[src/rtl/interrupt_controller_pkg.sv]
// Shared constants for the interrupt controller and the program counter it steers:
// next-address select encodings, vector addresses and the SEL decision encoding.
package interrupt_controller_pkg;

  localparam int PC_NEXTX_W = 3;

  localparam logic [PC_NEXTX_W-1:0] PC_NEXTX_NEXT  = 3'd0;
  localparam logic [PC_NEXTX_W-1:0] PC_NEXTX_INTV0 = 3'd1;
  localparam logic [PC_NEXTX_W-1:0] PC_NEXTX_INTV1 = 3'd2;
  localparam logic [PC_NEXTX_W-1:0] PC_NEXTX_INTR0 = 3'd3;
  localparam logic [PC_NEXTX_W-1:0] PC_NEXTX_INTR1 = 3'd4;

  localparam logic [15:0] INTV0 = 16'h0004;
  localparam logic [15:0] INTV1 = 16'h0008;

  typedef enum logic [2:0] {
    INT_SEL_NONE = 3'd0,
    INT_SEL_ENT0 = 3'd1,
    INT_SEL_ENT1 = 3'd2,
    INT_SEL_RET0 = 3'd3,
    INT_SEL_RET1 = 3'd4
  } int_sel_e;

endpackage

[src/rtl/interrupt_controller_sync.sv]
// Request synchroniser (SYNC_STAGES flops, minimum 2) followed by a previous-value
// flop; o_edge is a one-cycle pulse on each synchronised rising edge.
module int_sync_edge #(
  parameter int SYNC_STAGES = 2
) (
  input  logic CLK,
  input  logic RESET_N,
  input  logic i_req,
  output logic o_edge
);

  logic [SYNC_STAGES-1:0] r_sync;
  logic                   r_prev;

  always_ff @(posedge CLK) begin
    if (!RESET_N) begin
      r_sync <= '0;
      r_prev <= 1'b0;
    end else begin
      r_sync <= {r_sync[SYNC_STAGES-2:0], i_req};
      r_prev <= r_sync[SYNC_STAGES-1];
    end
  end

  assign o_edge = r_sync[SYNC_STAGES-1] & ~r_prev;

endmodule

[src/rtl/interrupt_controller.sv]
// Two-level interrupt sequencer: latches pending requests, decides entry/return on
// each DECODE and steers the program counter during the following FETCH.
module interrupt_controller
  import interrupt_controller_pkg::*;
#(
  parameter int SYNC_STAGES = 2
) (
  input  logic                  CLK,
  input  logic                  RESET_N,
  input  logic                  FETCH,
  input  logic                  DECODE,
  input  logic                  INT0_REQ,
  input  logic                  INT1_REQ,
  input  logic                  EI,
  input  logic                  DI,
  input  logic                  RETI,
  output logic                  PC_LD_INT0X,
  output logic                  PC_LD_INT1X,
  output logic [PC_NEXTX_W-1:0] PC_NEXTX,
  output logic [1:0]            INT_PENDING,
  output logic [1:0]            INT_ACTIVE,
  output logic                  GIE
);

  logic [1:0] w_req;
  logic [1:0] w_edge;
  logic [1:0] w_act_set;
  logic [1:0] w_act_clr;
  logic [1:0] r_pending;
  logic [1:0] r_active;
  logic       r_gie;
  int_sel_e   r_sel;
  int_sel_e   w_sel_next;

  assign w_req = {INT1_REQ, INT0_REQ};

  for (genvar gi = 0; gi < 2; gi++) begin : g_sync
    int_sync_edge #(.SYNC_STAGES(SYNC_STAGES)) u_sync (
      .CLK    (CLK),
      .RESET_N(RESET_N),
      .i_req  (w_req[gi]),
      .o_edge (w_edge[gi])
    );
  end

  always_ff @(posedge CLK) begin
    if (!RESET_N) begin
      r_sel     <= INT_SEL_NONE;
      r_pending <= '0;
      r_active  <= '0;
      r_gie     <= 1'b0;
    end else begin
      r_sel     <= w_sel_next;
      // a new edge wins over the entry commit clearing the same bit
      r_pending <= (r_pending & ~w_act_set) | w_edge;
      r_active  <= (r_active | w_act_set) & ~w_act_clr;
      if (DECODE && DI) begin
        r_gie <= 1'b0;
      end else if (DECODE && EI) begin
        r_gie <= 1'b1;
      end
    end
  end

  always_comb begin
    w_sel_next = r_sel;
    if (DECODE) begin
      if (RETI) begin
        if (r_active[0])      w_sel_next = INT_SEL_RET0;
        else if (r_active[1]) w_sel_next = INT_SEL_RET1;
        else                  w_sel_next = INT_SEL_NONE;
      end else if (r_gie && r_pending[0] && !r_active[0]) begin
        w_sel_next = INT_SEL_ENT0;
      end else if (r_gie && r_pending[1] && r_active == 2'b00) begin
        w_sel_next = INT_SEL_ENT1;
      end else begin
        w_sel_next = INT_SEL_NONE;
      end
    end else if (FETCH) begin
      w_sel_next = INT_SEL_NONE;
    end
  end

  always_comb begin
    PC_LD_INT0X = 1'b0;
    PC_LD_INT1X = 1'b0;
    PC_NEXTX    = PC_NEXTX_NEXT;
    w_act_set   = 2'b00;
    w_act_clr   = 2'b00;
    if (FETCH) begin
      case (r_sel)
        INT_SEL_ENT0: begin
          PC_LD_INT0X  = 1'b1;
          PC_NEXTX     = PC_NEXTX_INTV0;
          w_act_set[0] = 1'b1;
        end
        INT_SEL_ENT1: begin
          PC_LD_INT1X  = 1'b1;
          PC_NEXTX     = PC_NEXTX_INTV1;
          w_act_set[1] = 1'b1;
        end
        INT_SEL_RET0: begin
          PC_NEXTX     = PC_NEXTX_INTR0;
          w_act_clr[0] = 1'b1;
        end
        INT_SEL_RET1: begin
          PC_NEXTX     = PC_NEXTX_INTR1;
          w_act_clr[1] = 1'b1;
        end
        default: begin
        end
      endcase
    end
  end

  assign INT_PENDING = r_pending;
  assign INT_ACTIVE  = r_active;
  assign GIE         = r_gie;

endmodule

[config.mk]
export PLATFORM = sky130hd
export DESIGN_NAME = interrupt_controller
export DESIGN_NICKNAME = d
export VERILOG_FILES = /design/src/rtl/interrupt_controller_pkg.sv /design/src/rtl/interrupt_controller_sync.sv /design/src/rtl/interrupt_controller.sv
export SDC_FILE = /design/constraint.sdc
export NUM_CORES = 1
export LEC_CHECK = 0
export CAP_MARGIN = 20
export CORE_AREA = 2 2 39 41
export CTS_BUF_LIST = sky130_fd_sc_hd__clkbuf_4 sky130_fd_sc_hd__clkbuf_8
export DETAILED_ROUTE_END_ITERATION = 16
export DIE_AREA = 0 0 41 43
export PLACE_DENSITY = 0.74
export SLEW_MARGIN = 40
export SYNTH_ARGS = -nofsm -noshare
export SYNTH_HDL_FRONTEND = slang
export SYNTH_SLANG_ARGS = --single-unit
[constraint.sdc]
create_clock -name CLK -period 2.5 [get_ports CLK]
set_input_delay 0.5 -clock CLK [delete_from_list [all_inputs] [get_ports CLK]]
set_output_delay 0.5 -clock CLK [all_outputs]
set_load 0.02 [all_outputs]
* Word level (Yosys, flattened, before mapping)
Index checks and enable logic that the tools add are counted.
W data, S select, Z words.
** Word-level totals
- Logic and storage cells :: 50
- Register bits after elaboration :: 14
- Output and inout bits :: 10
** Operators by class
- Muxes and demuxes :: 17
- Reduce and logical (&&, ||, !) cells :: 10
- Eq/ne operators :: 4
- Bitwise gates (word level) :: 11
** Operators with widths (number)
- $mux W3 :: 6
- $pmux W3 S4 :: 1
- $mux W2 :: 4
- $eq A3 B2 Y1 const B :: 2
- $logic_and A1 B1 Y1 :: 6
- $mux W1 :: 6
- $and A2 B2 Y2 :: 2
- $not A2 Y2 :: 2
- $or A2 B2 Y2 :: 2
- $eq A3 B1 Y1 const B :: 1
- $eq A3 B3 Y1 const B :: 1
- $not A1 Y1 :: 3
- $and A1 B1 Y1 :: 2
- $logic_not A2 Y1 :: 1
- $reduce_bool A2 Y1 :: 1
- $reduce_or A2 Y1 :: 1
- $logic_not A1 Y1 :: 1

* Logic depth before layout (Yosys ltp)
Gate-level depths: netlist of run 1.
- Depth after elaboration :: 6
- Mapped depth :: 3
- Gate-level depth less buffers :: 3

* By module
Synthesis of run 1 repeated with hierarchy kept, for this count alone.
** Unflattened totals
- Cells, all modules :: 56
- Area total of the unflattened synthesis :: 565.5 µm²
** Modules (own cells, without submodules)
- interrupt_controller :: area each 380.4 µm², instances 1, cells an instance 42
- int_sync_edge :: area each 92.6 µm², instances 2, cells an instance 7

* Least setup slack after synthesis of run 1
OpenSTA, ideal clock, no wires.
- Path kind :: input -> output
- Start point :: in FETCH
- End point :: out PC_LD_INT0X
- Required time :: 2.000 ns
- Setup slack :: 1.058 ns
- Buffers on the path :: 0
- Arrival time :: 0.942 ns
- Stages :: 2
- Path through :: nand3b_1 > nor2_1
** On the way
- Longest elaborated chain between the ends :: 1
** RTL lines
- start: declaration :: RTL line interrupt_controller.sv:10 : input logic FETCH,
- $mux W1 :: RTL line interrupt_controller.sv:90 : if (FETCH) begin
- end: declaration :: RTL line interrupt_controller.sv:17 : output logic PC_LD_INT0X,
Every way passes these cells.

* Final worst setup path of run 1
- Start point :: in FETCH
- End point :: out PC_LD_INT1X
** On the way
- Longest elaborated chain between the ends :: 1
** RTL lines
- $mux W1 :: RTL line interrupt_controller.sv:90
- end: declaration :: RTL line interrupt_controller.sv:18 : output logic PC_LD_INT1X,
Every way passes these cells.

==> flow_summary.toml, run 1 <==
[status]
status = "finished clean"

[pwr]
powerDensity_nw_per_um2 = 575
ir_worst_vdd_v = 0.000351
leakage_nw = 0.340

[timing]
worstMarginPinSlew_ns = 0.465
fin_skew_ns = 0.00505
maxSlewHeadroom_pct = 68.9
setup_viol = 0
rsz0062_at_grt = "false"
fin_tns_setup_ns = 0
fmax_mhz = 412
min_period_ns = 2.43
hold_viol = 0
fin_ws_ns = 0.0709
fin_crit_sh_pct = 97.2
slew_viol_final = 0

[clock_tree]
clockBufferDepth = 2
cts_buffers = 3
cts_resized = 0
cts.sinks = 14
insertion_delay_ns = 0.28
hold_buffers = 0
path_clk_slew_ns = 0.08
htreeDepth = 1
root_buffer = "clkbuf_4"
cts_setup_buffers = 0
cts_tree = "built"

[layout]
syn_to_final_growth_pct = 44.8
nFillCells = 129
final_area_um2 = 788
fin_nets = 87
layout-drive-gt1-share_pct = 11.7
num_antenna_cells = 0

[global_routing]
grt_pass1_wl_um = 1580
grt_antenna_before_repair = 0
grt.total_usage_pct = 14.0
grt_pass1_vias = 383
overflow = 0
grt_max_degree = 17

[setup_path]
cpPeakStageDelay_ns = 0.60
worst_setup_path_end_kind = "primary output"
startpoint = "FETCH"
rr_worst_depth = 4
r2r_start = "r_sel[2]"
cp.arrival_ns = 1.93
endpoint = "PC_LD_INT1X"
worst-endpoint-required_ns = 2.00
startpoint_type = "input port"
worstPathCellList = "clkdlybuf4s50_1 -> and4bb_4 -> clkdlybuf4s50_1"
critPathMostFrequentCell = "clkdlybuf4s50_1"
worst-path-max-fanout = 7
critPathKind = "input port to primary output"
cp_slowest_cell = "clkdlybuf4s50_1"
r2r_end = "INT_PENDING[0]"
r2r_slack_ns = 1.50

[synth]
synth-simple-area-share_pct = 36.3
synth_edf_count = 0
synth.most_common_cell = "dfxtp_1"
synth-main-ff-cell = "dfxtp_1"
synth_common_cells = "14 x dfxtp_1, 6 x and2_1, 5 x nand2_1"
synthTopCellsByArea = "dfxtp_1 51%, and2_1 6.9%, nand3b_1 4.1%"
synth_xor_area_share_pct = 0
yosys.area.top_type = "dfxtp_1"
yosys.area.top_type_share_pct = 51.5
synth_top_family_by_area = "simple AND/OR/NAND/NOR gates"
syn_nets = 64
ys_seq_area_share_pct = 51.5
synth_mux_area_share_pct = 0
syn_area_um2 = 544
synth-async-reset-ratio_pct = 0
synth-seq-cells = 14
synth-warning-count = 0
synth-compound-area-share_pct = 10.6
synth_adder_area_share_pct = 0
synth_cell_type_count = 23
synth_cells = 55
syn_area_per_cell_um2 = 9.90

[routing]
drc_errors = 0
met1_length_um = 484
via_count = 444
drt_wl_total_um = 1060
dr_wl_met3_um = 72
top_layer_used = "met4"
wl_per_cell_um = 11.4
drtIter0Drc = 2
dr.pass1.iters = 4
met2_length_um = 488
vias_per_cell = 4.77
antenna_left = 0

[worst_hold_path]
hp-class = "flop to flop"

[floorplanning]
die_h_um = 43
die_x_um = 41
fp.coreArea_um2 = 1380
ios = 19
start_util_pct = 39.3
rows = 14
die-area_um2 = 1760

[placed_design]
placed_cell_area_um2 = 747
pre_cts_ws_ns = 0.0232
gp_congestion = 0.695
portBuffers = 18

[job]
cap_violations = 0
==> report_power, final <==
part           total [W]  internal (W)  switching [W]
clock network   0.000160     0.0000885      0.0000714
registers       0.000239      0.000232     0.00000617
logic          0.0000549     0.0000314      0.0000235
total           0.000453      0.000352       0.000101
==> worst min path at each step <==
| stage | start | to | cells after the start |
|---|---|---|---|
| 2_1_floorplan | g_sync[0].u_sync.r_sync[0] | g_sync[0].u_sync.r_sync[1] | 1 |
| 3_3_place_gp | g_sync[1].u_sync.r_sync[0] | g_sync[1].u_sync.r_sync[1] | 1 |
| 3_5_place_dp | g_sync[1].u_sync.r_sync[0] | g_sync[1].u_sync.r_sync[1] | 1 |
| 4_1_cts | g_sync[1].u_sync.r_sync[0] | g_sync[1].u_sync.r_sync[1] | 1 |
| 5_1_grt | g_sync[0].u_sync.r_sync[0] | g_sync[0].u_sync.r_sync[1] | 1 |
| 6_report | g_sync[1].u_sync.r_sync[0] | g_sync[1].u_sync.r_sync[1] | 1 |
==> registers in the layout, summed over array words and instances, names as in the netlist <==
signal and cells:
g_sync.u_sync.r_sync 4, r_sel 3, INT_ACTIVE 2, INT_PENDING 2, g_sync.u_sync.r_prev 2, GIE 1
==> cell usage in the layout (no fill, tap or decap), drive strengths merged, types with 3 or more instances in the layout <==
cell type       n
clkbuf          4
nand3b          3
a21oi           3
dfxtp          14
o21ai           4
clkdlybuf4s50  16
and2            7
nor2            4
nand2           5
==> stage by stage <==
stage / hold slack (ns) / utilization [%] / std cells / power [W]
4_1_cts: 0.446 / 56.6 / 93 / 0.000461
2_1_floorplan: 0.412 / - / 55 / 0.000268
3_5_place_dp: 0.424 / 54.0 / 89 / 0.000299
6_report: 0.439 / 57.0 / 93 / 0.000453
3_3_place_gp: 0.417 / 54.0 / 89 / 0.000298
5_1_grt: 0.464 / 57.0 / 93 / 0.000473
==> kinds of logic (layout without fill, tap and decap cells) <==
group	count (synthesis)	in the layout
AND/OR/NAND/NOR	29	29
AO/OA/AOI/OAI	10	10
buffers and inverters	2	24
flip-flops	14	14
==> worst max-delay path, delay by kind of cell <==
kind	cells	cell delay [ns]
buf+inv	2	1.15
simple gates	1	0.27
==> metal layers <==
metal	track usage [%]	vias to the layer above
met5	0	-
met4	12.0	0
met3	3.14	2
met2	18.4	13
met1	18.2	195
li1	-	234
==> area by class of cell <==
type,count,area [um^2],area share [%]
flip-flops and latches,14,280,35.6
well taps,16,20.0,2.54
repair buffers,19,193,24.4
multi-input cells,39,255,32.4
clock buffers,4,36.3,4.60
inverters,1,3.75,0.476
Power figures use the tool's default switching activity.
==> run 2: changes to the inputs <==
--- a/config.mk
+++ b/config.mk
@@ -11,6 +11,7 @@
 export DETAILED_ROUTE_END_ITERATION = 16
 export DIE_AREA = 0 0 41 43
 export PLACE_DENSITY = 0.74
+export RECOVER_POWER = 25
 export SLEW_MARGIN = 40
 export SYNTH_ARGS = -nofsm -noshare
 export SYNTH_HDL_FRONTEND = slang
==> constraint.sdc (replaced) <==
create_clock -name CLK -period 2.5 [get_ports CLK]
set_input_delay 0.5 -clock CLK [delete_from_list [all_inputs] [get_ports CLK]]
set_output_delay 0.5 -clock CLK [all_outputs]
set_load 0.005 [all_outputs]
==> run 2 against run 1 <==
Cell count is 2.2% lower. Wire length is 2.6% lower. Critical endpoint is now PC_LD_INT0X. Critical path type unchanged. Largest power group unchanged. Largest cell class unchanged. Sequential cell count stayed put. Clock skew is 0.0035 ns lower.
==> flow_summary.toml, run 2 (same netlist as run 1, synthesis figures left out) <==
[timing]
maxSlewHeadroom_pct = 68.6
fin_ws_ns = 0.121
fmax_mhz = 420
setup_viol = 0
rsz0062_at_grt = "false"
fin_tns_setup_ns = 0
fin_skew_ns = 0.00155
hold_viol = 0
worstMarginPinSlew_ns = 0.470
fin_crit_sh_pct = 95.2
slew_viol_final = 0
min_period_ns = 2.38

[layout]
num_antenna_cells = 0
fin_nets = 86
nFillCells = 136
final_common_cell = "clkdlybuf4s50_1"
finish.utilization_pct = 55.1
final_cell_mix = "17 x clkdlybuf4s50_1, 14 x dfxtp_1, 5 x nand2_1"
syn_to_final_growth_pct = 40.0
layout-drive-gt1-share_pct = 9.33
largest_register = "g_sync.u_sync.r_sync"
largestRegisters = "g_sync.u_sync.r_sync x4, r_sel x3"
largest_register_ff_count = 4
final_area_um2 = 762

[clock_tree]
hold_buffers = 0
root_buffer = "clkbuf_4"
htreeDepth = 1
clockBufferDepth = 2
cts_tree = "built"
cts_setup_buffers = 0
path_clk_slew_ns = 0.07
cts_resized = 0
cts_buffers = 3
cts.sinks = 14
insertion_delay_ns = 0.27

[pwr]
leakage_nw = 0.289
powerDensity_nw_per_um2 = 530
pwr-share-comb_pct = 11.5
p_sw_share_pct = 21.2
p_int_w = 0.000318
p_clk_share_pct = 29.3
power_frac_seq_pct = 59.1
ir_worst_vdd_v = 0.000388
power.switching_w = 0.0000856

[job]
cap_violations = 0

[global_routing]
grt_max_degree = 17
grt_pass1_vias = 431
grt_pass1_wl_um = 1780
grt_antenna_before_repair = 0
overflow = 0
grt.total_usage_pct = 14.9

[routing]
drc_errors = 0
antenna_left = 0
via_count = 441
drtIter0Drc = 1
drt_wl_total_um = 1030
wl_per_cell_um = 11.3
dr.pass1.iters = 2
vias_per_cell = 4.85

[setup_path]
startpoint_type = "input port"
r2r_end = "INT_ACTIVE[0]"
rr_worst_depth = 3
worst-path-max-fanout = 7
r2r_start = "r_sel[2]"
worst-endpoint-required_ns = 2.00
critPathKind = "input port to primary output"
cp.arrival_ns = 1.88
r2r_slack_ns = 1.54
worst_setup_path_end_kind = "primary output"
startpoint = "FETCH"

[placed_design]
portBuffers = 18
placed_cell_area_um2 = 739
gp_congestion = 0.687
pre_cts_ws_ns = 0.124
place_hpwl_um = 774

[floorplanning]
die-area_um2 = 1760
die_x_um = 41
rows = 14
die_h_um = 43
fp.coreArea_um2 = 1380
start_util_pct = 39.3
ios = 19

[worst_hold_path]
min_to = "g_sync[1].u_sync.r_sync[1]"
hp-start = "g_sync[1].u_sync.r_sync[0]"
hold_depth = 1
hp-class = "flop to flop"

[status]
status = "finished clean"
==> run 2: layout make-up <==
cell class / instances / area, um^2 / area share (%)
sequential: 14 / 280 / 36.8
multi-input combinational: 39 / 255 / 33.5
timing repair buffer: 18 / 180 / 23.6
clock buffer: 3 / 22.5 / 2.96
tap: 16 / 20.0 / 2.63
inverter: 1 / 3.75 / 0.493
==> run 2: per-layer routing <==
metal  vias to the layer above  global-route usage, %  routed length [um]  share of wire [%]
li1                        228                      -                   -                  -
met1                       196                   18.9                 471                 46
met2                        13                   22.5                 472                 46
met3                         4                   3.14                  67                6.5
met4                         0                   8.00                  17                1.7
met5                         -                      0                   0                  0
==> run 2: how the worst max path moves through the flow <==
stage,endpoint,depth (start not counted)
CTS,PC_LD_INT0X,4
global placement,PC_LD_INT0X,4
finish,PC_LD_INT0X,4
detailed placement,PC_LD_INT0X,4
global route,PC_LD_INT0X,4
floorplan,PC_LD_INT0X,2
==> run 2: critical path, cell delays in order <==
cell,delay (ns)
clkdlybuf4s50_1,0.56
nand3b_1,0.13
nor2_1,0.16
clkdlybuf4s50_1,0.52
==> run 2: power by group through the flow <==
| stage | combinational (W) | sequential, W | clock (W) |
|---|---|---|---|
| 4_1_cts | 0.0000478 | 0.000239 | 0.000126 |
| 5_1_grt | 0.0000529 | 0.000240 | 0.000133 |
| 2_1_floorplan | 0.0000180 | 0.000243 | 0 |
| 6_report | 0.0000466 | 0.000239 | 0.000118 |
| 3_3_place_gp | 0.0000471 | 0.000244 | 0 |
| 3_5_place_dp | 0.0000473 | 0.000244 | 0 |
==> run 2: stage by stage <==
stage / hold WS [ns] / std cells / total power (W)
floorplan: 0.412 / 55 / 0.000261
global placement: 0.415 / 88 / 0.000291
detailed placement: 0.423 / 88 / 0.000292
CTS: 0.442 / 91 / 0.000413
global route: 0.458 / 91 / 0.000426
finish: 0.436 / 91 / 0.000404
